## src/rtl/mul_sequencer_if.sv

```systemverilog
// ============================================================================
// mul_sequencer_if : EX-stage request/response bundle for the multiply sequencer
// Rev 1.0
// ============================================================================
`default_nettype none

interface mul_sequencer_if #(
  parameter int WIDTH = 32
);
  logic             start;
  logic [1:0]       ALUOp;
  logic [5:0]       funct;
  logic [WIDTH-1:0] rs;
  logic [WIDTH-1:0] rt;
  logic             flush;
  logic             stall;
  logic             busy;
  logic             done;
  logic [WIDTH-1:0] product;

  modport master (
    output start, ALUOp, funct, rs, rt, flush,
    input  stall, busy, done, product
  );

  modport slave (
    input  start, ALUOp, funct, rs, rt, flush,
    output stall, busy, done, product
  );
endinterface

`default_nettype wire

```

## src/rtl/mul_sequencer.sv

```systemverilog
// ============================================================================
// mul_sequencer : multi-cycle shift-add MUL controller with pipeline stall
// Rev 1.0
// ============================================================================
`default_nettype none

module mul_sequencer #(
  parameter int WIDTH = 32
) (
  input  logic           clk,
  input  logic           reset,
  mul_sequencer_if.slave bus
);

  localparam int COUNT_W = $clog2(WIDTH) + 1;

  localparam logic [1:0] IDLE = 2'd0;
  localparam logic [1:0] RUN  = 2'd1;
  localparam logic [1:0] DONE = 2'd2;

  logic [1:0]         state;
  logic [1:0]         state_next;
  logic [WIDTH-1:0]   mcand;
  logic [WIDTH-1:0]   mplier;
  logic [WIDTH-1:0]   acc;
  logic [WIDTH-1:0]   product_q;
  logic [WIDTH-1:0]   addend;
  logic [COUNT_W-1:0] count;
  logic               is_mul;
  logic               accept;
  logic               last_step;
  logic               stall_c;
  logic               busy_c;
  logic               done_c;

  assign is_mul    = bus.start && (bus.ALUOp == 2'b10) && (bus.funct == 6'b000010);
  assign accept    = is_mul && !bus.flush;
  assign last_step = (count == COUNT_W'(WIDTH - 1));
  assign addend    = mplier[0] ? mcand : '0;

  always_ff @(posedge clk or posedge reset) begin
    if (reset) begin
      state <= IDLE;
    end else begin
      state <= state_next;
    end
  end

  always_comb begin
    state_next = state;
    case (state)
      IDLE: if (accept) state_next = RUN;
      RUN: begin
        if (bus.flush) begin
          state_next = IDLE;
        end else if (last_step) begin
          state_next = DONE;
        end
      end
      DONE:    state_next = IDLE;
      default: state_next = IDLE;
    endcase
  end

  // stall covers the acceptance cycle combinationally so ID/EX holds the MUL
  always_comb begin
    stall_c = 1'b0;
    busy_c  = 1'b0;
    done_c  = 1'b0;
    case (state)
      IDLE:    stall_c = accept;
      RUN: begin
        stall_c = 1'b1;
        busy_c  = 1'b1;
      end
      DONE:    done_c = 1'b1;
      default: ;
    endcase
  end

  assign bus.stall   = stall_c;
  assign bus.busy    = busy_c;
  assign bus.done    = done_c;
  assign bus.product = product_q;

  always_ff @(posedge clk or posedge reset) begin
    if (reset) begin
      mcand     <= '0;
      mplier    <= '0;
      acc       <= '0;
      count     <= '0;
      product_q <= '0;
    end else begin
      case (state)
        IDLE: begin
          if (accept) begin
            mcand  <= bus.rs;
            mplier <= bus.rt;
            acc    <= '0;
            count  <= '0;
          end
        end
        RUN: begin
          if (!bus.flush) begin
            acc    <= acc + addend;
            mcand  <= mcand << 1;
            mplier <= mplier >> 1;
            count  <= count + COUNT_W'(1);
            if (last_step) begin
              product_q <= acc + addend;
            end
          end
        end
        default: ;
      endcase
    end
  end

endmodule

`default_nettype wire
```

## src/flat_wrapper.sv

```systemverilog
// flat-port wrapper written by rule: the top's interface ports become plain ports
module mul_sequencer_flat 
#(
  parameter int WIDTH = 32
)
  (clk, reset, bus_start, bus_ALUOp, bus_funct, bus_rs, bus_rt, bus_flush, bus_stall, bus_busy, bus_done, bus_product);
  mul_sequencer_if #(.WIDTH(WIDTH)) bus_i ();
  input  logic clk;
  input  logic reset;
  input wire logic [$bits(bus_i.start)-1:0] bus_start;
  input wire logic [$bits(bus_i.ALUOp)-1:0] bus_ALUOp;
  input wire logic [$bits(bus_i.funct)-1:0] bus_funct;
  input wire logic [$bits(bus_i.rs)-1:0] bus_rs;
  input wire logic [$bits(bus_i.rt)-1:0] bus_rt;
  input wire logic [$bits(bus_i.flush)-1:0] bus_flush;
  output wire logic [$bits(bus_i.stall)-1:0] bus_stall;
  output wire logic [$bits(bus_i.busy)-1:0] bus_busy;
  output wire logic [$bits(bus_i.done)-1:0] bus_done;
  output wire logic [$bits(bus_i.product)-1:0] bus_product;
  assign bus_i.start = bus_start;
  assign bus_i.ALUOp = bus_ALUOp;
  assign bus_i.funct = bus_funct;
  assign bus_i.rs = bus_rs;
  assign bus_i.rt = bus_rt;
  assign bus_i.flush = bus_flush;
  assign bus_stall = bus_i.stall;
  assign bus_busy = bus_i.busy;
  assign bus_done = bus_i.done;
  assign bus_product = bus_i.product;
  mul_sequencer #(.WIDTH(WIDTH)) u_core (.clk(clk), .reset(reset), .bus(bus_i));
endmodule
```

## config.mk

```make
export PLATFORM = sky130hd
export DESIGN_NAME = mul_sequencer_flat
export DESIGN_NICKNAME = d
export VERILOG_FILES = /design/src/rtl/mul_sequencer_if.sv /design/src/rtl/mul_sequencer.sv /design/src/flat_wrapper.sv
export SDC_FILE = /design/constraint.sdc
export NUM_CORES = 1
export LEC_CHECK = 0
export ABC_CLOCK_PERIOD_IN_PS = 5550
export CELL_PAD_IN_SITES_DETAIL_PLACEMENT = 0
export CELL_PAD_IN_SITES_GLOBAL_PLACEMENT = 2
export CORE_AREA = 2 2 163 165
export DETAILED_ROUTE_END_ITERATION = 8
export DIE_AREA = 0 0 165 167
export PLACE_DENSITY_LB_ADDON = 0.1
export SETUP_SLACK_MARGIN = 0.2
export SLEW_MARGIN = 25
export SYNTH_ARGS = -nofsm -noshare
export SYNTH_HDL_FRONTEND = slang
export SYNTH_SLANG_ARGS = --single-unit
```

## constraint.sdc

```tcl
create_clock -name clk -period 5.55 [get_ports clk]
set_input_delay 1.665 -clock clk [delete_from_list [all_inputs] [get_ports clk]]
set_output_delay 1.665 -clock clk [all_outputs]
set_load 0.1 [all_outputs]
```

After elaboration in Yosys (flattened, before gate mapping)
Index checks and enable logic that the tools add are counted.
Operators by class
  shift operators: 0
  order comparisons: 0
  eq/ne operators: 8
  reduce and logical (&&, ||, !) cells: 9
  multiply operators: 0
  bitwise operators: 1
  muxes and demuxes: 20
  add/subtract/negate cells: 2
  divide/modulo/power cells: 0
Operator list (number)
  $mux W32: 7
  $pmux W32 S2: 3
  $add A32 B32 Y32: 1
  $mux W6: 2
  $pmux W6 S2: 1
  $add A6 B1 Y6 const B: 1
  $eq A6 B2 Y1 const B: 1
  $eq A6 B5 Y1 const B: 1
  $mux W2: 3
  $reduce_and A3 Y1: 2
  $eq A2 B2 Y1 const B: 2
  $pmux W2 S2: 1
  $logic_and A1 B1 Y1: 3
  $ne A3 B2 Y1 const B: 1
  $eq A2 B1 Y1 const B: 1
  $logic_not A2 Y1: 1
  $mux W1: 2
  $ne A2 B1 Y1 const B: 1
  $ne A2 B2 Y1 const B: 1
  $pmux W1 S2: 1
  $reduce_and A2 Y1: 1
  $reduce_bool A2 Y1: 1
  $logic_not A1 Y1: 1
  $not A1 Y1: 1
Word-level totals
  bits in latches: 0
  word-level logic and storage cells: 46
  register bits after elaboration: 136
  bits in read-only memories: 0
  memories: 0
  bits in writable memories: 0

Depth between registers and ports, before layout
Gate-level depths: netlist of the first run.
  word-level depth: 6
  depth in mapped cells: 12

Least setup slack after synthesis of the first run
No wires, ideal clock.
  path type: in2out
  start: input port bus_ALUOp[0]
  end: output port bus_stall
  slack: 0.484 ns
  stages on the path: 6
  arrival: 3.401 ns
  data required time: 3.885 ns
  path through: nor4b_1 nand4_1 nor3_2 clkbuf_1 inv_1 nand2_1
Between the ends
  longest elaborated chain between the ends: 5
RTL lines
  from (decl): line flat_wrapper.sv:11  | input wire logic [$bits(bus_i.ALUOp)-1:0] bus_ALUOp;
  $eq A2 B2 Y1: line mul_sequencer.sv:36  | assign is_mul = bus.start && (bus.ALUOp == 2'b10) && (bus.funct == 6'b000010);
  $logic_and A1 B1 Y1 (2 in a row): line mul_sequencer.sv:36
  $logic_and A1 B1 Y1: line mul_sequencer.sv:37  | assign accept = is_mul && !bus.flush;
  $pmux W1 S2: line mul_sequencer.sv:70  | case (state)
  to (decl): line flat_wrapper.sv:16  | output wire logic [$bits(bus_i.stall)-1:0] bus_stall;
No other way between the ends.

Final worst setup path of the first run
Same ends and word-level chain as after synthesis.

==> impl_summary.md, run 1 <==
Status
The run finished with clean final reports.

STA
The maximum clock skew at final layout is between 15 and 20 ps. In this run the tightest slew margin relative to its limit is 0.3409. The number of failing hold endpoints at the final stage is 0. In the finished design, the share of the clock period the worst path needs comes to 0.8652. The number of max-slew violations in the final report is 0. Setup violations remaining at the end of the flow were counted as 0. The highest clock frequency the design can meet is roughly 210 MHz. The final worst hold slack is about 470 ps. At the pin with the least slew margin, the transition time is a little under 1000 ps. Setup repair after global routing left no endpoint under its margin. In the post-route analysis, the smallest setup slack over all paths is 748.0 ps. The final critical delay including setup and external delays is 4802 ps. The setup total negative slack is 0 ps.

Logic synthesis
The mean post-synth cell area is 8.966 um2. Of the synthesized area, sequential elements account for 0.4434. The net count after synthesis is 965. The number of synthesized flops with an enable pin is 0.

During synthesis, Yosys emitted a total of 0 warnings. The number of unique standard cell types used by synthesis is 64. The prevailing post-synth register cell is sky130_fd_sc_hd__dfrtp_1. The cell count after synthesis is 856. The cell area after synthesis is ~7700 um2.

Of all flip-flops after synthesis, the portion carrying an async set or reset was 1.000. The synthesized design contains between 100 and 150 register bits.

Pwr
The total leakage power is around 4.6 nW. Overall power consumption after layout is estimated at roughly 2.4 mW. The power per cell area is between 200 and 300 nW/um2. Of the total power, the share spent switching nets is 0.2769. Of the total power, the clock network draws 0.487. IR analysis of the VDD net gives a maximum drop of about 0.14 mV.

Of the total power, combinational logic draws 0.078. The internal power is roughly 1.8 mW. Summed over all nets, the switching power comes to 676.5 uW. The share of total power dissipated in sequential elements is 0.435.

Setup path
The data required time at the worst endpoint is 3880 ps. The endpoint identified for the worst register-to-register timing path is u_core.acc[28]. The worst register-to-register path begins at u_core.mplier[0]. STA classifies the critical path startpoint as an input port. Data on the critical path arrives at its endpoint at 3140 ps. The setup path with the least slack is of type input port to output port. Of all nets on the critical path, the largest fanout is 3. The setup slack on the worst flop-to-flop path is 2070 ps. For the worst flop-to-flop path, the logic depth is 10. STA classifies the critical path endpoint as an output port.

Die
From bottom edge to top edge, the die measures 167 um. The floorplan step defined a core boundary enclosing 25760 um2. The initialized floorplan defines slightly below 60 standard-cell rows. The initial cell density of the core is 0.2979.

The total die area is 27560 um2. The boundary pin count is roughly 110. In this run the horizontal extent of the chip is 165 um.

Drt
The remaining antenna violation count after routing is 0. The routed via count is between 6000 and 7000. The total iterations of the first detailed-routing run is 5. The average wire per cell in the routed design is 17.43 um. The total length of routed wires is ~22 mm. The number of DRC markers in iteration 0 is around 350.

Using the TritonRoute via totals, the vias-per-cell ratio works out to just over 5. In the routed design, unresolved DRC markers number 0.

Clock tree
The number of hold-repair buffers added at the cts stage is 0. The largest buffer count on any clock path is 2. The H-tree generated during clock tree synthesis spans 4 levels. The clock input transition at the sequential cells of the worst setup and hold paths is ~70 ps. The total setup buffers inserted after CTS is 0. The root buffer cell is sky130_fd_sc_hd__clkbuf_16. The clock tree from TritonCTS is yes. The count of cells resized by post-cts repair is 0. The clock reaches the later pin of the worst-skew pair after roughly 440 ps. The CTS sink count is between 100 and 150. The number of buffers added by the clock tree synthesis step is 17.

Layout
Of the cells placed in the final design, the portion with a size suffix greater than 1 is 0.07023. The final-layout fill cell count is 2594. Once layout is complete, the cells apart from fillers number between 1000 and 1500. The sequential standard cell area is between 3000 and 4000 um2. The area growth from synthesis to layout is 26.39%.

The final layout contains between 1000 and 1500 nets. The post-route core utilization is 0.3765. The number of antenna diodes is 0. The post-route cell area is 9701 um2. The multi-input combinational cell area is roughly 4000 um2.

Global routing
The global-route wire length before repair is 37.23 mm. After global routing the overflow that remains totals 0. The number of global-route vias before repair is roughly 6800. Across every metal layer, demand over resource in global routing totals 0.1712.

The number of antenna violations at the first check in global routing is 1. The pin count of the biggest net entering global routing is about 90.

Min path
The class of the most critical hold timing path is flip-flop to flip-flop. The worst hold path passes through 2 cells. The startpoint identified for the worst hold timing path is u_core.bus.product[11]. The end of the worst hold path is u_core.bus.product[11].

Place
Detailed placement finished with a half-perimeter wire length of ~16 mm. Buffers placed on the I/O ports in this run total 110. The worst setup slack before clock tree synthesis is 736.2 ps. The total placed cells including tap cells is roughly 1300. The placer's final routability congestion estimate is between 0.8 and 0.9.

After detailed placement, the total cell area comes to 9101 um2.

Flow run
The reported max-cap violation count is 0.
-- layout by cell type (no fill, tap or decap), drive strengths merged, types with 5 or more instances in the layout --
| cell | n |
|---|---|
| o31ai | 6 |
| nor3 | 10 |
| ha | 32 |
| a22o | 21 |
| or4 | 7 |
| clkdlybuf4s50 | 109 |
| dfrtp | 136 |
| a31oi | 5 |
| inv | 19 |
| nand3 | 12 |
| a22oi | 42 |
| nand2 | 202 |
| nand4 | 23 |
| o21ai | 62 |
| buf | 14 |
| xnor2 | 14 |
| o211ai | 5 |
| clkbuf | 17 |
| and3 | 8 |
| mux2i | 23 |
| a21oi | 41 |
| nor2 | 31 |
| xor2 | 13 |
| a211oi | 7 |
| or3 | 5 |
| mux2 | 6 |
| and2 | 33 |
-- critical path: stages --
cell	delay, ps
sky130_fd_sc_hd__clkdlybuf4s50_1	400
sky130_fd_sc_hd__nor4b_1	290
sky130_fd_sc_hd__nand4_1	180
sky130_fd_sc_hd__nor3_4	200
sky130_fd_sc_hd__inv_1	100
sky130_fd_sc_hd__nand2_1	120
sky130_fd_sc_hd__buf_12	180
-- state kept, by name (all words and copies together), names as in the netlist --
signal and flops:
u_core.acc 32, u_core.bus.product 32, u_core.count 6, u_core.mcand 32, u_core.mplier 32, u_core.state 2
-- routing by layer --
layer | vias up | part of all wire | global-route usage
li1 | 3220 | - | -
met1 | 3283 | 0.49 | 0.2469
met2 | 131 | 0.46 | 0.2639
met3 | 13 | 0.041 | 0.03711
met4 | 2 | 0.0075 | 0.03403
met5 | - | 0.00071 | 0
-- cell families (layout without fill, tap and decap cells) --
kind of cell | count (synthesis) | in the layout | synth area share
flip-flops | 136 | 136 | 0.4434
buffers and inverters | 66 | 164 | 0.03570
XOR/XNOR | 27 | 27 | 0.03081
AO/OA/AOI/OAI | 218 | 218 | 0.1888
multiplexers | 29 | 29 | 0.03880
adder cells (fa/ha/maj) | 33 | 33 | 0.05478
AND/OR/NAND/NOR | 347 | 347 | 0.2077
-- area by class of cell --
type	count	share of cell area
clock buffer	17	0.04385
clock inverter	15	0.01793
inverter	9	0.003998
multi-input combinational	654	0.4143
sequential	136	0.3508
tap	335	0.04321
timing repair buffer	123	0.1259
-- cells in the mapped netlist, types with 14 or more instances --
library cell / instances / area share
sky130_fd_sc_hd__nor2_1: 31 / 0.015
sky130_fd_sc_hd__clkbuf_1: 42 / 0.021
sky130_fd_sc_hd__mux2i_1: 23 / 0.030
sky130_fd_sc_hd__o21ai_0: 61 / 0.040
sky130_fd_sc_hd__a22oi_1: 42 / 0.041
sky130_fd_sc_hd__nand2_1: 201 / 0.098
sky130_fd_sc_hd__a21oi_1: 40 / 0.026
sky130_fd_sc_hd__a22o_1: 21 / 0.024
sky130_fd_sc_hd__and2_1: 33 / 0.027
sky130_fd_sc_hd__xnor2_1: 14 / 0.016
sky130_fd_sc_hd__dfrtp_1: 136 / 0.44
sky130_fd_sc_hd__ha_1: 32 / 0.052
sky130_fd_sc_hd__nand4_1: 23 / 0.019
-- power groups by stage --
stage	registers, mW	logic, mW	clock network, mW
2_1_floorplan	1.07	0.105	0
3_3_place_gp	1.08	0.189	0
3_5_place_dp	1.08	0.193	0
4_1_cts	1.06	0.194	1.22
5_1_grt	1.07	0.215	1.27
6_report	1.06	0.190	1.19
-- worst max path at each step --
stage,startpoint,endpoint,slack (ps),cells past startpoint
floorplan,reset,u_core.acc[0],250,1
global placement,bus_ALUOp[0],bus_stall,710,7
detailed placement,bus_ALUOp[0],bus_stall,740,7
CTS,bus_ALUOp[0],bus_stall,730,7
global route,bus_ALUOp[0],bus_stall,640,7
finish,bus_ALUOp[0],bus_stall,750,7
Power figures use the tool's default switching activity.
==> run 2, diff against run 1 <==
Settings changed: CAP_MARGIN set to 20.
==> results of run 2 <==
No change in the layout: final DEF, timing and power equal those of run 1.
==> run 3, diff against run 2 <==
Settings changed: CELL_PAD_IN_SITES_DETAIL_PLACEMENT 0 to 1, CELL_PAD_IN_SITES_GLOBAL_PLACEMENT 2 to 1, CORE_AREA 2 2 163 165 to 2 2 146 148, DIE_AREA 0 0 165 167 to 0 0 148 150.
==> run 3 against run 2 <==
  * Utilization grew 8.5 points
  * Combinational power hardly changed
  * Global-route usage is 3.6 points higher
  * Die area decreased by 19%
  * Worst hold slack got worse by 6.8 ps
  * Sequential share of layout area increased by 0.55 points
  * Non-clock buffer count down 3
  * Critical path type unchanged
  * Largest power group unchanged
==> impl_summary.md, run 3 (synthesis gave the netlist of run 1 again) <==
STA
The worst path in the final design needs a cycle of between 4000 and 5000 ps, including I/O delays and setup. The number of max-slew violations in the final report is 0. Setup violations remaining at the end of the flow were counted as 0. Between clock sinks in the finished design, the worst skew comes to about 11 ps. The actual slew at the worst max-slew pin is 1012 ps. The number of failing hold endpoints at the final stage was 0. The setup total negative slack is 0 ps. Once routing completed, OpenROAD measured the worst setup slack at just over 700 ps. In the finished design, the share of the clock period the worst path needs comes to 0.8701. Setup repair after global routing left no endpoint under its margin. In this run the tightest slew margin relative to its limit is 0.3232.

The final worst hold slack is roughly 470 ps. Based on the critical path, the design can be clocked at up to 207.1 MHz.

Drt
The average wire per cell in the routed design is ~18 um. In the routed design, unresolved DRC markers number 0. The total length of routed wires is ~22 mm. The routed via count is approximately 6700. The detail route stage leaves a number of antenna-violating nets equal to 0. Using the TritonRoute via totals, the vias-per-cell ratio works out to approximately 5.5. After the first detailed-routing iteration, the DRC count stood at about 300. The first detailed-routing pass took 4 iterations.

Place
Detailed placement finished with a half-perimeter wire length of 15.37 mm. During placement, the flow inserted port buffers numbering 110. Routability-driven placement finished with a final weighted congestion of 0.8368.

Including well taps, the total number of placed cells is roughly 1200. OpenSTA, run right after detailed placement, puts the worst setup slack at just under 700 ps. The post-placement cell area is between 8000 and 9000 um2.

Die
The floorplan step defined a die boundary enclosing roughly 22000 um2. The number of rows created at floorplan is 53. The floorplan step defined a core boundary enclosing 20690 um2. The initial utilization of the core area, before any placement, comes to 0.3709.

around 110 I/O pins were placed. In this run the horizontal extent of the chip is 148 um. The chip height is around 150 um.

Layout
The non-filler instance count after layout is ~1200. The final-layout fill cell count is roughly 2400. The layout cell share with drive strength beyond 1 is 0.06730. The repair_antennas step left the layout with diodes totalling 0.

The layout net count is about 1000. Relative to the synthesized area, the layout overhead comes to 24.45%. Summing all non-filler instances in the final layout gives an area of between 9000 and 10000 um2. The top cell types in the final layout, fill and taps aside, are sky130_fd_sc_hd__nand2_1, sky130_fd_sc_hd__dfrtp_1, sky130_fd_sc_hd__clkdlybuf4s50_1, sky130_fd_sc_hd__o21ai_0, sky130_fd_sc_hd__a22oi_1.

Measured on the finished design, the core utilization comes to 0.4617. Leaving out fill and tap cells, the most frequent cell in the layout is sky130_fd_sc_hd__nand2_1.

Clock tree
The CTS H-tree depth is 4. After clock tree synthesis, the clock-pin slew on the worst setup and hold paths is 60 ps. The insertion delay to the later sink of the worst-skew pair is 430 ps. The clock tree from TritonCTS is yes. In this run the post-CTS setup repair buffer count came out at 0. No sink is reached through more buffers than the 2 on the longest clock path. In this run, post-CTS hold repair placed 0 buffers. Clock tree synthesis inserted a total of 17 buffers.

CTS placed an instance of sky130_fd_sc_hd__clkbuf_16 at the clock tree root. The CTS sink count is between 100 and 150. In this run, post-CTS repair resized a total of 0 instances.

Setup path
The data arrival time at the worst-slack endpoint is roughly 3200 ps. By startpoint and endpoint, the worst setup path is classified as input port to output port. The logic depth of the worst register-to-register path is 11. The endpoint of the lowest-slack register-to-register path is u_core.acc[28].

STA classifies the critical path endpoint as an output port. The data required time at the worst endpoint is ~3900 ps. Of all nets on the critical path, the largest fanout is 3. The worst setup path is launched from an input port.

The setup slack on the worst flop-to-flop path is slightly below 2000 ps. The reg-to-reg startpoint is u_core.mplier[0].

Global routing
The pin count of the biggest net entering global routing is between 100 and 150. The overflow left after global routing is 0. The first global-routing pass estimated roughly 37 mm of wire. Across every metal layer, demand over resource in global routing totals 0.2072. The number of global-route vias before repair came to ~7000. The number of antenna violations at the first check in global routing came to 0.

Pwr
Internal power comes to 1.708 mW. The switching portion of total power is 0.2721. The power per cell area is ~250 nW/um2. For this design the static power due to leakage is 4.528 nW.

The power after layout is 2.347 mW. Across the VDD grid, the largest voltage drop is about 0.2 mV. The combinational share of power is 0.081. The part of the total power dissipated in sequential elements is 0.453. The net switching component of the power is about 640 uW.

The proportion of power drawn by the clock network is 0.466.

Min path
The number of instances on the worst hold path is 2. In this run the most critical hold path is launched from u_core.bus.product[20]. The worst hold path terminates at u_core.bus.product[20].

The class of the most critical hold timing path is flip-flop to flip-flop.

Status
The flow ran to the end, and the final reports show no timing, DRC or antenna violations.

Flow run
The reported max-cap violation count is 0.
-- run 3: final cells by class --
cell class | instances | area, um2 | share of cell area
tap | 275 | 344.1 | 0.03602
timing repair buffer | 120 | 1186 | 0.1242
clock inverter | 15 | 132.6 | 0.01389
clock buffer | 17 | 425.4 | 0.04454
multi-input combinational | 654 | 4019 | 0.4207
inverter | 9 | 41.29 | 0.004323
sequential | 136 | 3403 | 0.3563
-- run 3: worst max-delay path by stage --
stage	slack (ps)	to	startpoint
2_1_floorplan	250	u_core.acc[0]	reset
3_3_place_gp	750	bus_stall	bus_ALUOp[0]
3_5_place_dp	690	bus_stall	bus_ALUOp[0]
4_1_cts	690	bus_stall	bus_ALUOp[0]
5_1_grt	640	bus_stall	bus_ALUOp[1]
6_report	720	bus_stall	bus_ALUOp[0]
-- run 3: worst max-delay path, stage by stage --
cell,delay [ps]
sky130_fd_sc_hd__clkdlybuf4s50_1,400
sky130_fd_sc_hd__nor4b_1,310
sky130_fd_sc_hd__nand4_1,190
sky130_fd_sc_hd__nor3_4,200
sky130_fd_sc_hd__inv_1,100
sky130_fd_sc_hd__nand2_1,120
sky130_fd_sc_hd__buf_12,180
-- run 3: per-layer routing --
metal / track usage / up-vias / routed length, um
met5: 0 / - / 0
met4: 0.05762 / 0 / 343
met3: 0.04512 / 25 / 799
met2: 0.3447 / 118 / 10650
met1: 0.2735 / 3331 / 10340
li1: - / 3212 / -
-- run 3: power by group through the flow --
stage,registers [mW],clock network [mW],logic [mW]
after floorplan,1.07,0,0.105
after detailed placement,1.08,0,0.193
after CTS,1.06,1.12,0.194
final,1.06,1.09,0.191
after global placement,1.08,0,0.184
after global routing,1.07,1.16,0.214
